<file path="src/rtl/hazard_ctrl_if.sv">
// rtl/hazard_ctrl_if.sv - pipeline <-> hazard controller signal bundle
interface hazard_ctrl_if #(parameter int CNT_W = 16);
  logic [31:0]      ir1;
  logic [4:0]       rd2;
  logic             reg_wr1;
  logic             rd_en1;
  logic             wr_en1;
  logic             mem_ready;
  logic             br_taken;
  logic             dbg_halt_req;
  logic             dbg_resume;
  logic             sel_pA;
  logic             sel_pB;
  logic             stall;
  logic             flush;
  logic [1:0]       state;
  logic             dbg_halted;
  logic             mem_err;
  logic [CNT_W-1:0] stall_cnt;
  logic [CNT_W-1:0] flush_cnt;

  modport master (
    output ir1, rd2, reg_wr1, rd_en1, wr_en1, mem_ready, br_taken,
           dbg_halt_req, dbg_resume,
    input  sel_pA, sel_pB, stall, flush, state, dbg_halted, mem_err,
           stall_cnt, flush_cnt
  );

  modport slave (
    input  ir1, rd2, reg_wr1, rd_en1, wr_en1, mem_ready, br_taken,
           dbg_halt_req, dbg_resume,
    output sel_pA, sel_pB, stall, flush, state, dbg_halted, mem_err,
           stall_cnt, flush_cnt
  );
endinterface

</file>
<file path="src/rtl/hazard_ctrl.sv">
// rtl/hazard_ctrl.sv - forwarding, stall/flush, debug halt and memory-timeout FSM
// Optional stall/flush performance counters are enabled by defining HAZ_PERF_CNT_EN.
module hazard_ctrl #(
  parameter int MEM_TIMEOUT = 15,
  parameter int CNT_W       = 16
) (
  input logic         clk,
  input logic         reset,
  hazard_ctrl_if.slave bus
);
  localparam int WW = $clog2(MEM_TIMEOUT + 1);
  localparam logic [WW-1:0] WAIT_LAST = WW'(MEM_TIMEOUT - 1);

  typedef enum logic [1:0] {
    RUN      = 2'd0,
    MEM_WAIT = 2'd1,
    HALTED   = 2'd2,
    FAULT    = 2'd3
  } state_t;

  state_t          cur_state, nxt_state;
  logic [WW-1:0]   wait_cnt, wait_nxt;
  logic            mem_busy;
  logic            stall_c, flush_c;
  logic            unused_ir;

  assign unused_ir = ^{bus.ir1[31:25], bus.ir1[14:0]};

  assign bus.sel_pA = bus.reg_wr1 && (bus.rd2 != 5'd0) && (bus.rd2 == bus.ir1[19:15]);
  assign bus.sel_pB = bus.reg_wr1 && (bus.rd2 != 5'd0) && (bus.rd2 == bus.ir1[24:20]);

  assign mem_busy = (bus.rd_en1 | bus.wr_en1) && !bus.mem_ready;

  always_ff @(posedge clk or negedge reset) begin
    if (!reset) begin
      cur_state <= RUN;
      wait_cnt  <= '0;
    end else begin
      cur_state <= nxt_state;
      wait_cnt  <= wait_nxt;
    end
  end

  always_comb begin
    nxt_state = cur_state;
    wait_nxt  = wait_cnt;
    stall_c   = 1'b0;
    flush_c   = 1'b0;
    case (cur_state)
      RUN: begin
        stall_c = mem_busy;
        flush_c = bus.br_taken && !mem_busy;
        if (mem_busy)              nxt_state = MEM_WAIT;
        else if (bus.dbg_halt_req) nxt_state = HALTED;
      end
      MEM_WAIT: begin
        // Release the pipeline in the completion cycle; branches stay suppressed
        // and are re-evaluated from the held IR1 once back in RUN.
        stall_c = !bus.mem_ready;
        if (bus.mem_ready) begin
          wait_nxt  = '0;
          nxt_state = bus.dbg_halt_req ? HALTED : RUN;
        end else begin
          wait_nxt = wait_cnt + 1'b1;
          if (wait_cnt == WAIT_LAST) nxt_state = FAULT;
        end
      end
      HALTED: begin
        stall_c = 1'b1;
        if (bus.dbg_resume && !bus.dbg_halt_req) nxt_state = RUN;
      end
      FAULT: begin
        stall_c = 1'b1;
      end
      default: nxt_state = RUN;
    endcase
  end

  assign bus.stall      = stall_c;
  assign bus.flush      = flush_c;
  assign bus.state      = cur_state;
  assign bus.dbg_halted = (cur_state == HALTED);
  assign bus.mem_err    = (cur_state == FAULT);

`ifdef HAZ_PERF_CNT_EN
  logic [CNT_W-1:0] stall_cnt, flush_cnt;

  always_ff @(posedge clk or negedge reset) begin
    if (!reset) begin
      stall_cnt <= '0;
      flush_cnt <= '0;
    end else begin
      if (stall_c && !(&stall_cnt)) stall_cnt <= stall_cnt + 1'b1;
      if (flush_c && !(&flush_cnt)) flush_cnt <= flush_cnt + 1'b1;
    end
  end

  assign bus.stall_cnt = stall_cnt;
  assign bus.flush_cnt = flush_cnt;
`else
  assign bus.stall_cnt = '0;
  assign bus.flush_cnt = '0;
`endif
endmodule

</file>
<file path="src/flat_wrapper.sv">
// flat-port wrapper written by rule: the top's interface ports become plain ports
module hazard_ctrl_flat 
#(
  parameter int MEM_TIMEOUT = 15,
  parameter int CNT_W       = 16
)
  (clk, reset, bus_ir1, bus_rd2, bus_reg_wr1, bus_rd_en1, bus_wr_en1, bus_mem_ready, bus_br_taken, bus_dbg_halt_req, bus_dbg_resume, bus_sel_pA, bus_sel_pB, bus_stall, bus_flush, bus_state, bus_dbg_halted, bus_mem_err, bus_stall_cnt, bus_flush_cnt);
  hazard_ctrl_if #(.CNT_W(CNT_W)) bus_i ();
  input logic clk;
  input logic reset;
  input wire logic [$bits(bus_i.ir1)-1:0] bus_ir1;
  input wire logic [$bits(bus_i.rd2)-1:0] bus_rd2;
  input wire logic [$bits(bus_i.reg_wr1)-1:0] bus_reg_wr1;
  input wire logic [$bits(bus_i.rd_en1)-1:0] bus_rd_en1;
  input wire logic [$bits(bus_i.wr_en1)-1:0] bus_wr_en1;
  input wire logic [$bits(bus_i.mem_ready)-1:0] bus_mem_ready;
  input wire logic [$bits(bus_i.br_taken)-1:0] bus_br_taken;
  input wire logic [$bits(bus_i.dbg_halt_req)-1:0] bus_dbg_halt_req;
  input wire logic [$bits(bus_i.dbg_resume)-1:0] bus_dbg_resume;
  output wire logic [$bits(bus_i.sel_pA)-1:0] bus_sel_pA;
  output wire logic [$bits(bus_i.sel_pB)-1:0] bus_sel_pB;
  output wire logic [$bits(bus_i.stall)-1:0] bus_stall;
  output wire logic [$bits(bus_i.flush)-1:0] bus_flush;
  output wire logic [$bits(bus_i.state)-1:0] bus_state;
  output wire logic [$bits(bus_i.dbg_halted)-1:0] bus_dbg_halted;
  output wire logic [$bits(bus_i.mem_err)-1:0] bus_mem_err;
  output wire logic [$bits(bus_i.stall_cnt)-1:0] bus_stall_cnt;
  output wire logic [$bits(bus_i.flush_cnt)-1:0] bus_flush_cnt;
  assign bus_i.ir1 = bus_ir1;
  assign bus_i.rd2 = bus_rd2;
  assign bus_i.reg_wr1 = bus_reg_wr1;
  assign bus_i.rd_en1 = bus_rd_en1;
  assign bus_i.wr_en1 = bus_wr_en1;
  assign bus_i.mem_ready = bus_mem_ready;
  assign bus_i.br_taken = bus_br_taken;
  assign bus_i.dbg_halt_req = bus_dbg_halt_req;
  assign bus_i.dbg_resume = bus_dbg_resume;
  assign bus_sel_pA = bus_i.sel_pA;
  assign bus_sel_pB = bus_i.sel_pB;
  assign bus_stall = bus_i.stall;
  assign bus_flush = bus_i.flush;
  assign bus_state = bus_i.state;
  assign bus_dbg_halted = bus_i.dbg_halted;
  assign bus_mem_err = bus_i.mem_err;
  assign bus_stall_cnt = bus_i.stall_cnt;
  assign bus_flush_cnt = bus_i.flush_cnt;
  hazard_ctrl #(.MEM_TIMEOUT(MEM_TIMEOUT), .CNT_W(CNT_W)) u_core (.clk(clk), .reset(reset), .bus(bus_i));
endmodule
</file>
<file path="config.mk">
export PLATFORM = sky130hd
export DESIGN_NAME = hazard_ctrl_flat
export DESIGN_NICKNAME = d
export VERILOG_FILES = /design/src/rtl/hazard_ctrl_if.sv /design/src/rtl/hazard_ctrl.sv /design/src/flat_wrapper.sv
export SDC_FILE = /design/constraint.sdc
export NUM_CORES = 1
export LEC_CHECK = 0
export ABC_AREA = 1
export CAP_MARGIN = 20
export CORE_ASPECT_RATIO = 0.6
export CORE_MARGIN = 2
export CORE_UTILIZATION = 31
export CTS_BUF_LIST = sky130_fd_sc_hd__clkbuf_8
export DETAILED_ROUTE_END_ITERATION = 10
export HOLD_SLACK_MARGIN = 0.1
export PLACE_DENSITY_LB_ADDON = 0.12
export SYNTH_ARGS = -nofsm -noshare
export SYNTH_HDL_FRONTEND = slang
export SYNTH_SLANG_ARGS = --single-unit
</file>
<file path="constraint.sdc">
create_clock -name clk -period 1.65 [get_ports clk]
set_input_delay 0.165 -clock clk [delete_from_list [all_inputs] [get_ports clk]]
set_output_delay 0.165 -clock clk [all_outputs]
set_load 0.1 [all_outputs]
</file>
==> results.md, run 1 <==
- The number of I/O pins is 86.
- The core region is 2590 um^2.
- The cell count after synthesis came out at 123.
- The number of antenna violations at the first check in global routing was 0.
- The die covers 3290 um^2.
- Measured along the y axis, the die boundary spans 45.3 um.
- The number of endpoints with negative hold slack in the final report was 0.
- The final max-slew violation count came to 0.
- The remaining number of nets flagged by the antenna check after routing is 0.
- The final routed wirelength across all metal layers is 2080 um.
- In this run the biggest area consumer among cell types represents 27.3% of the synthesized area.
- Once the floorplan was initialized, standard cells occupied 33.9% of the core.
- After synthesis, the cell types taking the most area are buf_4 27%, dfrtp_1 17%, xnor2_1 10%.
- The commonest non-fill, non-tap cell in the layout is conb_1.
- The count of maximum capacitance violations is 0.
- The tree is rooted in a clkbuf_8.
- The class of the most critical setup path is flop to primary output.
- The clock arrives with 0.00552 ns of skew.
- The fraction of layout instances using a drive strength above 1 is 26.1%.
- Compared with the post-synthesis result, the final layout area differs by 60.2%.
- For the worst setup path, the data required time is 1.48 ns.
- The count of endpoints failing setup in the final report is 0.
- In this run the number of H-tree levels came out at 1.
- The cell area after synthesis is 880 um^2.
- TritonCTS built the clock tree.
- The run finished with clean final reports.
- Setup repair after global routing could not meet its margin everywhere.
- After detailed routing, the number of vias per cell comes to 3.97.
- After clock tree synthesis, the flow added hold-fix buffers numbering 0.
- The antenna diode instance count is 0.
- After synthesis, the netlist uses 23 different library cells.
- Clock latency on the worst-skew pair, taken at its later pin, is 0.22 ns.
- For this run the aggregate overflow at the end of global routing stands at 0.
- The global placer's final weighted congestion is 0.854.
- The number of buffers created by CTS is 3.
- The final net count is 218.
- In this run the core area contains 14 standard-cell rows.
- The synthesized area divided by synthesized cell count is 7.15 um^2.
- For this run, the top clock speed supported by timing is 607 MHz.
- Leaving out fill and tap cells, the most frequent cells in the layout are 32 x conb_1, 22 x clkdlybuf4s50_1, 21 x nand2_1, 10 x xnor2_1, 9 x inv_1.
- The first routing iteration left 25 violations.
- STA puts the critical path data arrival time at 1.48 ns.
- The final period utilization is 99.9%.
- The total number of vias is 782.
- The DRC violation count after routing is 0.
- The largest fanout of any net on the critical path is 3.
- The number of global-route vias before repair is 669.
- The type of the most critical hold path is input pin to asynchronous set/reset pin.
- The kind of start point of the critical path is a flop.
- The top cell type by total area after synthesis is buf_4.
- The count of warnings emitted by yosys is 0.
- The number of I/O port buffers is 31.
- In this run the deepest clock path goes through 2 buffers.
- The wire length of the first global-routing pass is 3220 um.
- Measured along the x axis, the die boundary spans 72.8 um.
- The largest net degree at the start of global routing is 8.
- After synthesis, flip-flops and latches occupy 17.1% of the total area.
- The placed cell area is 1290 um^2.
- For this run, the total global-route usage over all layers was measured as 13.0%.
- The ratio of total power to cell area is 1820 nW/um^2.
- The first detailed-routing pass took 3 iterations.
- The setup slack of the critical path after layout is 0.00238 ns.
- At the placement stage, the worst setup path has a slack of 0.0198 ns.
- The clock drives 6 sinks.
- The post-DP HPWL is 1750 um.
- After detailed routing, the average wire length per cell comes to 10.6 um.
- The leakage dissipation is 0.674 nW.
- The final critical path time including I/O delays and setup is 1.65 ns.
- The core occupancy in the finished layout is 54.3%.
- IR analysis of the VDD net gives a maximum drop of 1.46 mV.
- The critical path capture point type is a primary output.
- Clock-pin slew was measured on the worst setup and hold paths at 0.04 ns.
- After routing the design area is 1410 um^2.
- The total of flip-flops plus latches after synthesis is 6.
[per-layer routing]
metal | vias up | track usage [%] | share of wire [%]
met5 | - | 0 | 0
met3 | 0 | 2.90 | 4.9
met1 | 345 | 20.9 | 53
met2 | 33 | 17.3 | 42
met4 | 0 | 2.22 | 0
li1 | 404 | - | -
[where the power goes]
part | switching (mW) | internal [mW]
Clock | 0.0606 | 0.160
Combinational | 1.32 | 0.699
Sequential | 0.0895 | 0.229
[worst max-delay path, cell delays in order (launching register included)]
cell and delay, ns:
dfrtp_4 0.48, inv_4 0.07, ha_4 0.14, inv_4 0.04
nor2_4 0.09, inv_2 0.05, a22oi_2 0.17, buf_12 0.20
[flip-flops by register name, indices dropped and copies added, names as in the netlist]
register and flops:
u_core.wait_cnt 4, u_core.bus.state 2
[metrics by stage]
step / total power, mW / cells / hold slack, ns / TNS, ns
2_1_floorplan: 1.73 / 154 / -0.131 / -0.721
3_3_place_gp: 2.16 / 188 / 0.414 / 0
3_5_place_dp: 2.18 / 188 / 0.414 / 0
4_1_cts: 2.50 / 195 / 0.181 / -0.0150
5_1_grt: 2.71 / 197 / 0.199 / -0.0570
6_report: 2.56 / 197 / 0.178 / 0
[worst paths after layout]
check | startpoint | end | slack [ns] | cells past startpoint
min reg2reg | u_core.wait_cnt[3] | u_core.wait_cnt[3] | 0.54 | 2
max reg2reg | u_core.bus.state[1] | u_core.bus.state[1] | 0.21 | 10
max in group asynchronous | reset | u_core.bus.state[0] | 1.24 | 1
max | u_core.bus.state[1] | bus_stall | 0.002 | 7
min in group clk | u_core.wait_cnt[3] | u_core.wait_cnt[3] | 0.54 | 2
min | reset | u_core.wait_cnt[0] | 0.18 | 1
[timing repair]
item,4_1_cts,5_1_grt
pin swaps,1,3
setup endpoints to repair,2,3
resized for setup,6,5
setup buffers,3,2
[synthesized netlist by cell type, drive strengths merged]
master and number:
conb 1, nand2 24, inv 13, a211oi 1, ha 6, nand3 10
nand3b 1, a21oi 2, buf 32, xor2 1, and3 1, xnor2 10
nor3 3, dfrtp 6, a22oi 1, nor2 8, o21ai 3
[cell families (layout without fill, tap and decap cells)]
group	Yosys count	in the layout	share of synthesized area, %
AND/OR/NAND/NOR	47	47	25.0
buffers and inverters	45	56	32.9
XOR/XNOR	11	11	11.0
AO/OA/AOI/OAI	7	7	5.12
adder cells (fa/ha/maj)	6	6	8.53
flip-flops	6	6	17.1
other	1	32	0.426
[area by class of cell]
| class | instances | area, um^2 |
|---|---|---|
| Multi-Input combinational cell | 103 | 649 |
| Timing Repair Buffer | 39 | 460 |
| Sequential cell | 6 | 158 |
| Fill cell | 229 | 1180 |
| Clock inverter | 1 | 3.75 |
| Tap cell | 32 | 40.0 |
| Inverter | 13 | 56.3 |
| Clock buffer | 3 | 41.3 |
Note: power is estimated with default switching activity, not from simulation.
==> inputs of run 2 (changes only) <==
--- a/config.mk
+++ b/config.mk
@@ -9,10 +9,9 @@
 export CAP_MARGIN = 20
 export CORE_ASPECT_RATIO = 0.6
 export CORE_MARGIN = 2
-export CORE_UTILIZATION = 31
+export CORE_UTILIZATION = 28
 export CTS_BUF_LIST = sky130_fd_sc_hd__clkbuf_8
 export DETAILED_ROUTE_END_ITERATION = 10
-export HOLD_SLACK_MARGIN = 0.1
 export PLACE_DENSITY_LB_ADDON = 0.12
 export SYNTH_ARGS = -nofsm -noshare
 export SYNTH_HDL_FRONTEND = slang
==> run 2 against run 1 <==
Net effect: register-to-register slack worse by 0.08 ns; count of clock-buffer cells in the layout unchanged; combinational power is essentially flat; fmax decreased by 1.9%; flip-flop and latch count unchanged; critical path type unchanged; design area is 0.53% higher; hold slack got worse by 0.0081 ns; the flow now finishes with violations (negative setup slack); first-iteration DRC count is 12% higher; clock power grew 2%; largest power group unchanged; wire length fell by 1.5%; via count rose by 0.77%.
==> results.md, run 2 (synthesis results as in run 1) <==
- The flow ran to the end, but the final reports show violations.
- The final reports fail on negative setup slack.
- The final max-slew violation count is 0.
- Across the VDD grid, the largest voltage drop is 0.832 mV.
- The setup slack of the critical path after layout is -0.0302 ns.
- The internal power of the cells is 1.08 mW.
- The count of standard-cell rows is 15.
- The setup clock skew after layout is 0.00430 ns.
- For the finished layout, the period the worst path requires is 1.68 ns.
- The reg-to-reg endpoint is u_core.bus.state[0].
- Setup repair after global routing could not meet its margin everywhere.
- Clock-pin slew was measured on the worst setup and hold paths at 0.04 ns.
- The cell depth of the worst setup path is 5.
- Walking the worst path, the cells encountered are buf_4 > ha_4 > nor3_4 > a22oi_2 > buf_12.
- The tightest min-delay check is of the input pin to asynchronous set/reset pin type.
- On the worst path, the slowest cell contributes a delay of 0.48 ns.
- The cell sitting at the root of the clock tree is a clkbuf_8.
- The number of endpoints with negative hold slack in the final report came to 0.
- The startpoint of the most critical register-to-register path is u_core.bus.state[0].
- Detailed routing inserted a total of 788 vias.
- After detailed routing, the number of vias per cell comes to 3.81.
- The combinational cell fraction of total power is 79.2%.
- The portion of total power attributed to sequential cells is 12.0%.
- In this run the remaining antenna-violating nets after routing total 0.
- After the last flow step, the layout net total stands at 218.
- After detailed routing, the number of remaining DRC violations is 0.
- The synthesis-to-layout area growth is 61.0%.
- After floorplanning, the core was sized to cover 2930 um^2.
- Of the total power, the share spent switching nets is 57.7%.
- The top achievable clock speed is 595 MHz.
- The kind of cell with the highest combined delay on the critical path is flip-flops.
- The die boundary height is 47.4 um.
- Clock tree synthesis inserted a total of 3 buffers.
- The worst-skew pair later-pin latency is 0.22 ns.
- After the first detailed-routing iteration, the DRC count stood at 28.
- The leftover overflow at the end of global routing is 0.
- The core occupancy in the finished layout is 48.4%.
- The setup slack at placement is 0.0433 ns.
- The die covers 3620 um^2.
- Counting every sink on the clock net gives 6.
- The register with the most flip-flops in the layout has 4 of them.
- The minimum setup slack among reg-to-reg paths is 0.13 ns.
- At the worst endpoint, the arrival time is 1.52 ns.
- Entering global routing, the biggest net connects 8 pins.
- The final period utilization is 102%.
- The kind of start point of the critical path is a flop.
- The count of endpoints failing setup in the final report is 1.
- The pre-antenna-repair detailed-routing pass consisted of 4 iterations.
- The most flop-heavy register is u_core.wait_cnt.
- The critical path capture point type is a primary output.
- The share of total power dissipated in the clock network is 8.8%.
- The number of hold buffers added after CTS was 0.
- The largest fanout of any net on the critical path is 4.
- The number of I/O pins is 86.
- In the layout the commonest cells are 32 x conb_1, 23 x clkdlybuf4s50_1, 21 x nand2_1, 10 x xnor2_1.
- The total buffers and inverters traversed by the critical path is 2.
- For this design the total switching power over the nets is 1.47 mW.
- The maximum root-to-sink buffer count is 2.
- Across the run, the number of max-cap violations was 0.
- The first global-routing pass estimated 3170 um of wire.
- The global placer's final weighted congestion is 0.762.
- The library cell used most frequently in the layout, excluding fill and tap cells, is conb_1.
- The detail-routed net length per standard cell is 9.90 um.
- The critical path ends at bus_stall.
- The slowest stage of the critical path is the dfrtp_4 cell.
- Global routing consumed, over all layers together, 11.9% of the routing resources.
- Of the cells placed in the final design, the portion with a size suffix greater than 1 is 25.5%.
- The analysis attributes to cell leakage a power of 0.665 nW.
- CTS built an H-tree with a depth of 1.
- The initial utilization of the core area, before any placement, comes to 30.0%.
- The endpoint required time on the critical path is 1.48 ns.
- The summed negative setup slack over all endpoints is -0.0302 ns.
- The number of global-route vias before repair is 671.
- The post-DP HPWL is 1760 um.
- The most critical setup path has its startpoint at u_core.bus.state[1].
- The ratio of total power to cell area is 1800 nW/um^2.
- The critical path in this run is classified as flop to primary output.
- The clock tree from TritonCTS is built.
- The number of I/O port buffers is 31.
- The die is 76.4 um wide.
- The antenna diode instance count is 0.
- The number of cells on the worst reg-to-reg path is 10.
- The final routed wirelength across all metal layers is 2050 um.
- The number of antenna violations at the first check in global routing is 0.
==> run 2: metrics by stage <==
step / power [mW] / std cells / area [um^2] / hold slack, ns
5_1_grt: 2.71 / 207 / 1420 / 0.191
6_report: 2.55 / 207 / 1420 / 0.170
3_5_place_dp: 2.19 / 199 / 1310 / 0.414
2_1_floorplan: 1.73 / 154 / 1080 / -0.131
3_3_place_gp: 2.19 / 199 / 1310 / 0.413
4_1_cts: 2.49 / 204 / 1380 / 0.171
==> run 2: metal layers <==
| metal | GRT usage [%] | share of wire (%) |
|---|---|---|
| met5 | 0 | 0 |
| met4 | 7.27 | 1.7 |
| met3 | 3.21 | 6.8 |
| met2 | 14.9 | 40 |
| met1 | 17.8 | 51 |
==> run 2: power groups by stage <==
stage / clock [mW] / combinational [mW] / sequential, mW
5_1_grt: 0.248 / 2.14 / 0.317
6_report: 0.224 / 2.02 / 0.307
3_3_place_gp: 0 / 1.89 / 0.300
3_5_place_dp: 0 / 1.89 / 0.299
2_1_floorplan: 0 / 1.26 / 0.470
4_1_cts: 0.235 / 1.95 / 0.304
==> run 2: cell type report <==
class / count / area, um^2
Clock buffer: 3 / 41.3
Clock inverter: 1 / 3.75
Fill cell: 268 / 1510
Inverter: 13 / 56.3
Multi-Input combinational cell: 103 / 651
Sequential cell: 6 / 158
Tap cell: 42 / 52.6
Timing Repair Buffer: 39 / 454
==> run 2: worst min path at each step <==
stage	start	endpoint	slack (ns)	cells after the start
after floorplan	reset	u_core.wait_cnt[0]	-0.13	0
after global placement	reset	u_core.wait_cnt[1]	0.41	1
after detailed placement	reset	u_core.wait_cnt[3]	0.41	1
after CTS	reset	u_core.wait_cnt[0]	0.17	1
after global routing	reset	u_core.wait_cnt[0]	0.19	1
final	reset	u_core.wait_cnt[0]	0.17	1
==> run 2: timing repair <==
action | CTS | global route
resized for setup | 6 | 3
endpoints found under the setup margin | 2 | 4
pin swaps | 2 | 4
endpoints found under the hold margin | 0 | 0
buffers inserted | 1 | 3
